[src/rtl/router_rx.sv]
// router_rx: oversampled serial frame receiver with a WISHBONE-read holding register and rts flow control
module router_rx #(
  parameter int DATA_W = 129,
  parameter int OVS    = 16
) (
  input  logic              clk_i,
  input  logic              rst_i,
  input  logic              cyc_i,
  input  logic              stb_i,
  output logic              ack_o,
  input  logic              we_i,
  output logic [DATA_W-1:0] dat_o,
  input  logic              cs_i,
  input  logic              baud16x_ce,
  input  logic              rxd,
  output logic              rts,
  output logic              data_present,
  output logic              overrun,
  output logic              frame_err
);
  localparam int TW = $clog2(OVS);
  localparam logic [TW-1:0] HALF_M1 = TW'(OVS / 2 - 1);
  localparam logic [TW-1:0] FULL_M1 = TW'(OVS - 1);
  localparam logic [7:0] LAST = 8'(DATA_W - 1);
  typedef enum logic [1:0] {IDLE, START, DATA, TAIL} state_e;
  state_e state_q, state_d;
  logic [TW-1:0] tick_q, tick_d;
  logic [7:0] bit_q, bit_d;
  logic [DATA_W-1:0] shift_q, shift_d, hold_q, hold_d;
  logic sync1_q, rxs_q;
  logic data_present_q, data_present_d, overrun_q, overrun_d, frame_err_q, frame_err_d;
  logic rd, done, start_fail, accept;
  assign ack_o = cyc_i & stb_i & cs_i;
  assign rd = ack_o & ~we_i;
  assign dat_o = hold_q;
  assign rts = ~data_present_q;
  assign data_present = data_present_q;
  assign overrun = overrun_q;
  assign frame_err = frame_err_q;
  always_comb begin
    state_d = state_q;
    tick_d = tick_q;
    bit_d = bit_q;
    shift_d = shift_q;
    done = 1'b0;
    start_fail = 1'b0;
    if (baud16x_ce) begin
      case (state_q)
        IDLE: if (!rxs_q) begin
          state_d = START;
          tick_d = TW'(1);
        end
        START: if (tick_q == HALF_M1) begin
          state_d = rxs_q ? IDLE : DATA;
          start_fail = rxs_q;
          tick_d = '0;
          bit_d = '0;
        end else tick_d = tick_q + 1'b1;
        DATA: if (tick_q == FULL_M1) begin
          shift_d = {rxs_q, shift_q[DATA_W-1:1]};
          tick_d = '0;
          done = (bit_q == LAST);
          bit_d = done ? 8'd0 : bit_q + 8'd1;
          state_d = done ? TAIL : DATA;
        end else tick_d = tick_q + 1'b1;
        default: if (tick_q == HALF_M1) begin
          // TAIL ends on the last bit boundary so a low final bit never looks like a start
          state_d = IDLE;
          tick_d = '0;
        end else tick_d = tick_q + 1'b1;
      endcase
    end
    accept = done & (~data_present_q | rd);
    hold_d = accept ? shift_d : hold_q;
    data_present_d = accept | (data_present_q & ~rd);
    overrun_d = (done & ~accept) | (overrun_q & ~rd);
    frame_err_d = start_fail | (frame_err_q & ~rd);
  end
  always_ff @(posedge clk_i) begin
    if (rst_i) begin
      sync1_q <= 1'b1;
      rxs_q <= 1'b1;
      state_q <= IDLE;
      tick_q <= '0;
      bit_q <= '0;
      shift_q <= '0;
      hold_q <= '0;
      data_present_q <= 1'b0;
      overrun_q <= 1'b0;
      frame_err_q <= 1'b0;
    end else begin
      sync1_q <= rxd;
      rxs_q <= sync1_q;
      state_q <= state_d;
      tick_q <= tick_d;
      bit_q <= bit_d;
      shift_q <= shift_d;
      hold_q <= hold_d;
      data_present_q <= data_present_d;
      overrun_q <= overrun_d;
      frame_err_q <= frame_err_d;
    end
  end
endmodule

[config.mk]
export PLATFORM = sky130hd
export DESIGN_NAME = router_rx
export DESIGN_NICKNAME = d
export VERILOG_FILES = /design/src/rtl/router_rx.sv
export SDC_FILE = /design/constraint.sdc
export NUM_CORES = 1
export LEC_CHECK = 0
export BUFFER_PORTS_ARGS = -buffer_cell sky130_fd_sc_hd__clkbuf_2
export CAP_MARGIN = 5
export CORE_MARGIN = 3
export CORE_UTILIZATION = 35
export DETAILED_ROUTE_END_ITERATION = 8
export PLACE_DENSITY = 0.54
export SKIP_LAST_GASP = 1
export SLEW_MARGIN = 10
export SYNTH_ARGS = -nofsm -noshare
export SYNTH_HDL_FRONTEND = slang
export SYNTH_SLANG_ARGS = --single-unit
[constraint.sdc]
create_clock -name clk_i -period 3 [get_ports clk_i]
set_input_delay 0.45 -clock clk_i [delete_from_list [all_inputs] [get_ports clk_i]]
set_output_delay 0.45 -clock clk_i [all_outputs]
set_load 0.05 [all_outputs]
# Word level (Yosys, flattened, before mapping)
# Index checks and enable logic that the tools add are counted.
# totals
inputBits,8
output_inout_bits,134
register_bits,277
wordCells,66
# classes
addsub,2
reduce_logical,6
bitwise_logic,16
n_mux,24
eq_ne,8
# ops
op,n
2-to-1 mux 129 bit,3
2-to-1 mux 8 bit,3
case mux 8 bit (2 select lines),1
2-to-1 mux 4 bit,3
2-to-1 mux 2 bit,5
adder 8 x 1 -> 8 bit (second input constant),1
bitwise AND 1 bit,8
== test 8 bit (second input constant),1
case mux 4 bit (2 select lines),1
2-to-1 mux 1 bit,7
!= test 2 bit (second input constant),3
case mux 2 bit (3 select lines),1
AND reduction 5 bit,1
adder 4 x 1 -> 4 bit (second input constant),1
== test 4 x 3 -> 1 bit (second input constant),1
== test 4 bit (second input constant),1
NOT 1 bit,4
bitwise OR 1 bit,4
AND reduction 4 bit,1
nonzero test 3 bit,1
== test 2 x 1 -> 1 bit (second input constant),1
== test 2 bit (second input constant),1
zero test 2 bit,1
AND reduction 2 bit,1
nonzero test 2 bit,1

# Logic depth before layout (Yosys ltp)
# Gate-level depths: netlist of run 1.
# depth
ltp_word,8
ltp_mapped,9
ltp_nobuf,6

# Least setup slack after synthesis of run 1
# OpenSTA, ideal clock, no wires.
# synth_timing
kind,register to register
start,register bit_q[0]
end,"register hold_q[118], in the netlist dat_o[118]"
slack_ps,1112
path_stages_with_launch,10
path_buffers,3
setup_time_ps,116
required_ps,2884
arrival_ps,1772
path_cell_list,dfxtp_1 > inv_1 > ha_1 > nor4b_2 > and3_1 > buf_2 > and3_1 > buf_2 > buf_4 > a31o_2
# synth_between
elab_chain_cells,5
# synth_lines
item,line_no,source
start: declaration,28,"logic [7:0] bit_q, bit_d;"
start signal: assignment,96,bit_q <= bit_d;
== test 8 bit,62,done = (bit_q == LAST);
2-to-1 mux 1 bit,59,DATA: if (tick_q == FULL_M1) begin
2-to-1 mux 1 bit,48,case (state_q)
2-to-1 mux 1 bit,47,if (baud16x_ce) begin
bitwise AND 1 bit,73,accept = done & (~data_present_q | rd);
end signal: assignment,98,hold_q <= hold_d;
end: declaration,29,"logic [DATA_W-1:0] shift_q, shift_d, hold_q, hold_d;"
# Every way passes these cells.
# A chain may end at the register's enable or synchronous reset.

# Final worst setup path of run 1
# layout_timing
start,register tick_q[0]
end,"register hold_q[59], in the netlist dat_o[59]"
# layout_between
elab_chain_cells,5
elab_cells_between_ends,8
cone_classes,eq/ne (1); mux (6); bitwise (1)
# layout_lines
item,line_no,source
start: declaration,27,"logic [TW-1:0] tick_q, tick_d;"
start signal: assignment,95,tick_q <= tick_d;
== test 4 bit (*),59,
2-to-1 mux 1 bit,59,
2-to-1 mux 1 bit,48,
2-to-1 mux 1 bit,47,
bitwise AND 1 bit,73,
# Every way passes the cells marked *; elsewhere a longest branch is shown, timed or not.

==> results of run 1 <==
synthesized netlist by cell type, types with 2 or more instances:
master / instances
sky130_fd_sc_hd__inv_1: 134
sky130_fd_sc_hd__a32oi_1: 2
sky130_fd_sc_hd__o21ai_0: 4
sky130_fd_sc_hd__a31oi_1: 2
sky130_fd_sc_hd__nand3_1: 7
sky130_fd_sc_hd__nand4_1: 2
sky130_fd_sc_hd__nand3b_1: 2
sky130_fd_sc_hd__nor2_1: 11
sky130_fd_sc_hd__or4_1: 2
sky130_fd_sc_hd__a211oi_1: 3
sky130_fd_sc_hd__mux2i_1: 2
sky130_fd_sc_hd__nand4b_1: 2
sky130_fd_sc_hd__a311oi_1: 130
sky130_fd_sc_hd__a31o_2: 129
sky130_fd_sc_hd__a21oi_1: 137
sky130_fd_sc_hd__ha_1: 3
sky130_fd_sc_hd__nand2b_1: 2
sky130_fd_sc_hd__and3_1: 3
sky130_fd_sc_hd__clkbuf_1: 83
sky130_fd_sc_hd__buf_2: 47
sky130_fd_sc_hd__xnor2_1: 3
sky130_fd_sc_hd__buf_6: 2
sky130_fd_sc_hd__dfxtp_1: 276
sky130_fd_sc_hd__nand2_1: 267
sky130_fd_sc_hd__o31ai_1: 3
sky130_fd_sc_hd__or2_2: 2
power groups by stage:
stage	Combinational [mW]	Clock [mW]	Sequential, mW
floorplan	0.0916	0	3.75
global placement	0.129	0	3.75
detailed placement	0.129	0	3.75
CTS	0.129	3.77	3.67
global route	0.139	3.93	3.67
finish	0.129	3.66	3.67
worst register-to-register path, stage by stage (launching register included):
cell                       delay (ns)
sky130_fd_sc_hd__dfxtp_1         0.39
sky130_fd_sc_hd__ha_1            0.30
sky130_fd_sc_hd__nand3_2         0.21
sky130_fd_sc_hd__nor2_4          0.24
sky130_fd_sc_hd__buf_12          0.40
sky130_fd_sc_hd__a311oi_1        0.40
sky130_fd_sc_hd__a31o_2          0.25
state kept, by name, indices dropped and copies added, names as in the netlist:
signal / cells
data_present: 1
rxs_q: 1
frame_err: 1
state_q: 2
dat_o: 129
tick_q: 4
sync1_q: 1
overrun: 1
bit_q: 8
shift_q: 128
kinds of logic (layout without fill, tap and decap cells):
group / count (synthesis) / in the layout / synth area share (%)
muxes: 2 / 2 / 0.181
AOI/OAI and AO/OA: 415 / 415 / 28.0
and+or+nand+nor: 309 / 309 / 11.4
adders and majority gates: 3 / 3 / 0.340
buffers and inverters: 268 / 349 / 9.81
xor gates and xnor gates: 4 / 4 / 0.317
DFF: 276 / 276 / 50.0
how the worst max path moves through the flow:
stage / depth (start not counted) / slack (ns) / end
after detailed placement: 6 / 0.79 / dat_o[59]$_SDFFE_PP0P_
after global routing: 6 / 0.61 / dat_o[55]$_SDFFE_PP0P_
after global placement: 6 / 0.85 / dat_o[68]$_SDFFE_PP0P_
after floorplan: 9 / 1.11 / dat_o[118]$_SDFFE_PP0P_
final: 6 / 0.72 / dat_o[59]$_SDFFE_PP0P_
after CTS: 6 / 0.80 / dat_o[59]$_SDFFE_PP0P_
layout make-up:
type                       count  area, sq um
multi-input combinational    733         4470
inverter                     135          509
fill                        3128        17900
tap                          396          495
clock buffer                  47          916
sequential                   276         5530
timing repair buffer         157          960
clock inverter                10         78.8
per-layer routing:
metal	share of wire [%]	wire length (um)	GRT usage, %	vias up
li1	-	-	-	4600
met1	47	13500	22.4	4503
met2	46	12900	25.2	203
met3	5.2	1460	3.03	34
met4	1.8	506	3.96	0
met5	0	0	0	-
metrics by stage:
stage | utilization [%] | instances | worst slack (ns)
floorplan | - | 1277 | 1.11
global placement | 38.8 | 1697 | 0.853
detailed placement | 38.8 | 1697 | 0.793
CTS | 42.0 | 1754 | 0.804
global route | 42.0 | 1754 | 0.610
finish | 42.0 | 1754 | 0.718
==> implementation parameters, run 1 <==
Parameter                              Value

Worst setup path
  Worst Setup SP ... tick_q[0]$_SDFFE_PP0P_
  Reg2reg setup slack ... about 0.7 ns
  Startpoint type of the worst setup path ... flop
  Arr. time, crit path ... 2.72 ns
  Worst R2R End ... dat_o[59]$_SDFFE_PP0P_
  Worst reg2reg startpoint ... tick_q[0]$_SDFFE_PP0P_
  Worst setup path class ... flop to flop
  Crit end category ... flop
  WP data required ... 3.44 ns
  Highest net fanout along the worst path ... 136
  Crit path max-delay cell type ... sky130_fd_sc_hd__buf_12
  Sum of buffers and inverters on the critical path ... 1
  Largest incremental delay on the critical path ... around 0.4 ns
  CP Cell Sequence ... ha_1 -> nand3_2 -> nor2_4 -> buf_12 -> a311oi_1 -> a31o_2
  Depth of the worst register-to-register path ... 6
  CP top delay family ... simple AND/OR/NAND/NOR gates

Synth
  Post-synthesis cell count ... about 1300
  Number of warnings issued by yosys ... 0
  Main synth FF type ... sky130_fd_sc_hd__dfxtp_1
  Number of enable flip-flop cells after synthesis ... 0
  Post-synth ARST share ... 0%
  Area leader, netlist ... sky130_fd_sc_hd__dfxtp_1
  Synthesized Nets ... 1288
  Mapped cell area ... 11000 sq um
  Number of flip-flops and latches in the synthesized netlist ... 276
  Distinct cells, synth ... 43
  Leading cell types by total area after synthesis ... sky130_fd_sc_hd__dfxtp_1 50%, sky130_fd_sc_hd__a311oi_1 10%, sky130_fd_sc_hd__a31o_2 10%
  Area share of the largest cell type after synthesis ... between 50% and 60%
  Share of the yosys chip area belonging to registers ... around half
  Synth Area per Inst ... just under 9 sq um

Die
  Boundary Pins ... ~140
  Core area ... between 30000 and 40000 sq um
  Height of the die ... 184 um
  Site row count ... 64
  Die Wd ... 184 um
  Overall die area ... 33700 sq um
  Effective utilization at floorplan ... 35.8%

Final layout
  Nets ... 1345
  Layout-stage area growth over the synthesis result ... 17.2%
  Fraction of layout cells with a size suffix above 1 ... 25.5%
  Most common library cell in the layout ignoring fill and taps ... sky130_fd_sc_hd__dfxtp_1
  Diode insertion count for antenna repair ... 0
  Final standard cell area without fillers ... approximately 13000 sq um
  Leading cell types in the layout, fill and taps excluded ... 276 x sky130_fd_sc_hd__dfxtp_1, 266 x sky130_fd_sc_hd__nand2_1, 140 x sky130_fd_sc_hd__clkbuf_2

STA
  Achievable frequency ... around 0.44 GHz
  Post-route clock skew ... 0.0125 ns
  Relative max-transition margin ... 52.6%
  Sum of negative setup slack ... 0 ns
  Share of the cycle needed by the critical path after routing ... 76.1%
  Period minus WS final ... 2.28 ns
  Count of pins over their slew limit ... 0
  Worst hold slack ... between 0.1 and 0.15 ns
  Final hold violation count ... 0
  Number of setup violations in the final report ... 0
  Unrepaired setup endpoints after global routing ... false
  Slew at the pin closest to its max-slew limit ... between 0.7 and 0.8 ns

Placed design
  Port Buf Inserts ... 141
  Placer's final routability congestion estimate ... ~0.74
  Cell area after placement ... 12000 sq um
  DPL Wire Length ... 15300 um

Power and ir drop
  Leakage component of the power ... 4.53 nW
  Maximum vdd ir drop ... 0.000393 V
  Internal power ... 5.87 mW
  Net Sw Frac ... 21.4%
  Net switching power ... 1.60 mW
  Combinational group share of total power ... 1.7%
  Power density cells ... 576 nW/um^2
  Total power ... 7.46 mW
  Sequential cell fraction of total power ... between 40% and 50%
  Part of the power in the clock network ... 49.1%

Detailed routing
  Vias ... 9340
  Total Wirelength ... 28400 um
  Iteration-0 DRC Markers ... 775
  Detail-routed net length per standard cell ... around 16 um
  DRT antenna net count ... 0
  Per-cell via count in the routed design ... 5.32
  Number of remaining DRC errors ... 0
  Iteration count of the initial detailed-routing pass ... 7

Clocking
  Setup bufs post-CTS ... 0
  Reg clk slew, reported paths ... roughly 0.060 ns
  Clock tree from TritonCTS ... built
  Number of gates given a new drive strength after cts ... 0
  Hold-fix buffer count after cts ... 0
  Clock latency on the worst-skew pair ... 0.54 ns
  Clock Path Buffers ... 3
  Clock net sink count ... 276
  Depth of the CTS H-tree ... 1
  Root Driver ... sky130_fd_sc_hd__clkbuf_16
  TritonCTS Buffers ... 31

Min path
  Hold crit path type ... input port to flop
  Cell count of the worst hold path ... 2
  Hold Crit Endpoint ... sync1_q$_SDFF_PP1_
  Beginning of the worst hold path ... rxd

Status
  Result of the run ... finished clean

GRT
  Antenna violations before repair ... 0
  Largest net degree at the start of global routing ... roughly 140
  Remaining global-route overflow ... 0
  Via count of the first global-routing pass ... roughly 8500
  Global-route wire length before repair ... 45400 um
  Combined global-route utilization of all metal layers ... 15.9%

Flow run
  Total of max-cap violations ... 0
Power figures use the tool's default switching activity.
==> run 2: changes to the inputs <==
clock period = 2.1 ns   (was 3 ns; I/O delays follow)
==> run 2 against run 1 <==
Compared with the run above: combinational power grew 58%; first-iteration DRC count shrank 20%; worst hold slack lost 0.037 ns; sequential power grew 43%; via count grew 0.47%; flip-flop and latch count is the same; die area is the same; count of clock-buffer cells in the layout shrank 5; clock power grew 53%; critical path depth is the same; largest cell class unchanged.
==> implementation parameters, run 2 (synthesis gave the netlist of run 1 again) <==
Parameter                              Value

Detailed routing
  Total Wirelength ... 28600 um
  DRT antenna net count ... 0
  Number of remaining DRC errors ... 0
  Iteration count of the initial detailed-routing pass ... 5
  Detail-routed net length per standard cell ... between 15 and 20 um
  Per-cell via count in the routed design ... 5.29
  Iteration-0 DRC Markers ... 622
  Vias ... 9384

STA
  Sum of negative setup slack ... 0 ns
  Slew at the pin closest to its max-slew limit ... 0.614 ns
  Share of the cycle needed by the critical path after routing ... 92.1%
  Relative max-transition margin ... between 50% and 60%
  Unrepaired setup endpoints after global routing ... false
  Final setup slack of the worst path ... 0.166 ns
  Count of pins over their slew limit ... 0
  Number of setup violations in the final report ... 0
  Period minus WS final ... between 1.5 and 2 ns
  Post-route clock skew ... 0.0103 ns
  Final hold violation count ... 0
  Achievable frequency ... 0.517 GHz
  Worst hold slack ... 0.0684 ns

Final layout
  Utilization after layout ... around 43%
  Layout fillers ... 3044
  Fraction of layout cells with a size suffix above 1 ... 26.9%
  Diode insertion count for antenna repair ... 0
  Nets ... 1365
  Final standard cell area without fillers ... about 13000 sq um
  Flip-flop count of the largest register after layout ... ~130
  Layout-stage area growth over the synthesis result ... 20.3%
  Final std cells w/o fill ... about 1800
  Most common library cell in the layout ignoring fill and taps ... sky130_fd_sc_hd__dfxtp_1
  Leading cell types in the layout, fill and taps excluded ... 276 x sky130_fd_sc_hd__dfxtp_1, 266 x sky130_fd_sc_hd__nand2_1, 140 x sky130_fd_sc_hd__clkbuf_2

Clocking
  Clock latency on the worst-skew pair ... approximately 0.55 ns
  Clock net sink count ... ~280
  Depth of the CTS H-tree ... 1
  Clock tree from TritonCTS ... built
  TritonCTS Buffers ... 31
  Setup bufs post-CTS ... 0
  Clock Path Buffers ... 3
  Root Driver ... sky130_fd_sc_hd__clkbuf_16
  Reg clk slew, reported paths ... 0.06 ns

Power and ir drop
  Leakage component of the power ... 4.70 nW
  Power density cells ... 831 nW/um^2
  Total power ... 11.1 mW
  Maximum vdd ir drop ... 0.000747 V

Worst setup path
  Startpoint type of the worst setup path ... flop
  Worst setup path class ... flop to flop
  Arr. time, crit path ... approximately 2.4 ns
  WP data required ... roughly 2.5 ns
  Highest net fanout along the worst path ... 88
  Reg2reg setup slack ... 0.17 ns
  Crit end category ... flop

GRT
  Via count of the first global-routing pass ... 8769
  Combined global-route utilization of all metal layers ... ~16%
  Global-route wire length before repair ... about 47000 um
  Largest net degree at the start of global routing ... around 90
  Remaining global-route overflow ... 0
  Antenna violations before repair ... 0

Placed design
  Number of cells in the design after placement ... 1716
  Cell area after placement ... between 10000 and 15000 sq um
  Placer's final routability congestion estimate ... 0.747
  DPL Wire Length ... 16300 um
  Worst slack at placement ... 0.136 ns
  Port Buf Inserts ... 141

Status
  Result of the run ... finished clean

Die
  Core area ... between 30000 and 40000 sq um
  Boundary Pins ... between 100 and 150
  Overall die area ... 33700 sq um
  Die Wd ... 184 um
  Effective utilization at floorplan ... 35.8%
  Site row count ... 64
  Height of the die ... 184 um

Min path
  Hold crit path type ... input port to flop

Flow run
  Total of max-cap violations ... 0
-- run 2: what timing repair did --
action,CTS,global route
endpoints found under the hold margin,1,0
setup endpoints to repair,0,7
gates resized for setup,0,1
hold buffers,1,0
-- run 2: final timing paths --
kind                        endpoint                   start  depth (start not counted)
min reg2reg         rxs_q$_SDFF_PP1_      sync1_q$_SDFF_PP1_                          1
max reg2reg  dat_o[102]$_SDFFE_PP0P_  tick_q[0]$_SDFFE_PP0P_                          6
max          dat_o[102]$_SDFFE_PP0P_  tick_q[0]$_SDFFE_PP0P_                          6
min           shift_q[80]$_SDFF_PP0_                   rst_i                          2
-- run 2: layout make-up --
| cell class | count | area (sq um) | share of cell area [%] |
|---|---|---|---|
| Clock buffer | 42 | 887 | 6.67 |
| Clock inverter | 15 | 184 | 1.38 |
| Inverter | 135 | 509 | 3.83 |
| Multi-Input combinational cell | 733 | 4470 | 33.6 |
| Sequential cell | 276 | 5530 | 41.6 |
| Tap cell | 396 | 495 | 3.73 |
| Timing Repair Buffer | 177 | 1220 | 9.21 |
-- run 2: critical path: stages, from the launching register on --
cell and delay [ns]:
sky130_fd_sc_hd__dfxtp_1 0.39, sky130_fd_sc_hd__ha_2 0.27, sky130_fd_sc_hd__nand3_2 0.12, sky130_fd_sc_hd__nor2_4 0.23
sky130_fd_sc_hd__buf_12 0.35, sky130_fd_sc_hd__a311oi_1 0.15, sky130_fd_sc_hd__a31o_2 0.24
-- run 2: power by group --
part           internal (mW)  switching (mW)  total, mW
clock                   3.43            2.17       5.61
sequential              5.24         0.00438       5.24
combinational         0.0461           0.158      0.204
-- run 2: metal layers --
layer  part of all wire (%)  wire length (um)  global-route usage (%)  vias up
li1                       -                 -                       -     4653
met1                     49             14000                    23.4     4507
met2                     45             12800                    26.0      186
met3                    4.5              1270                    2.57       38
met4                    1.9               539                    3.63        0
met5                      0                 0                       0        -
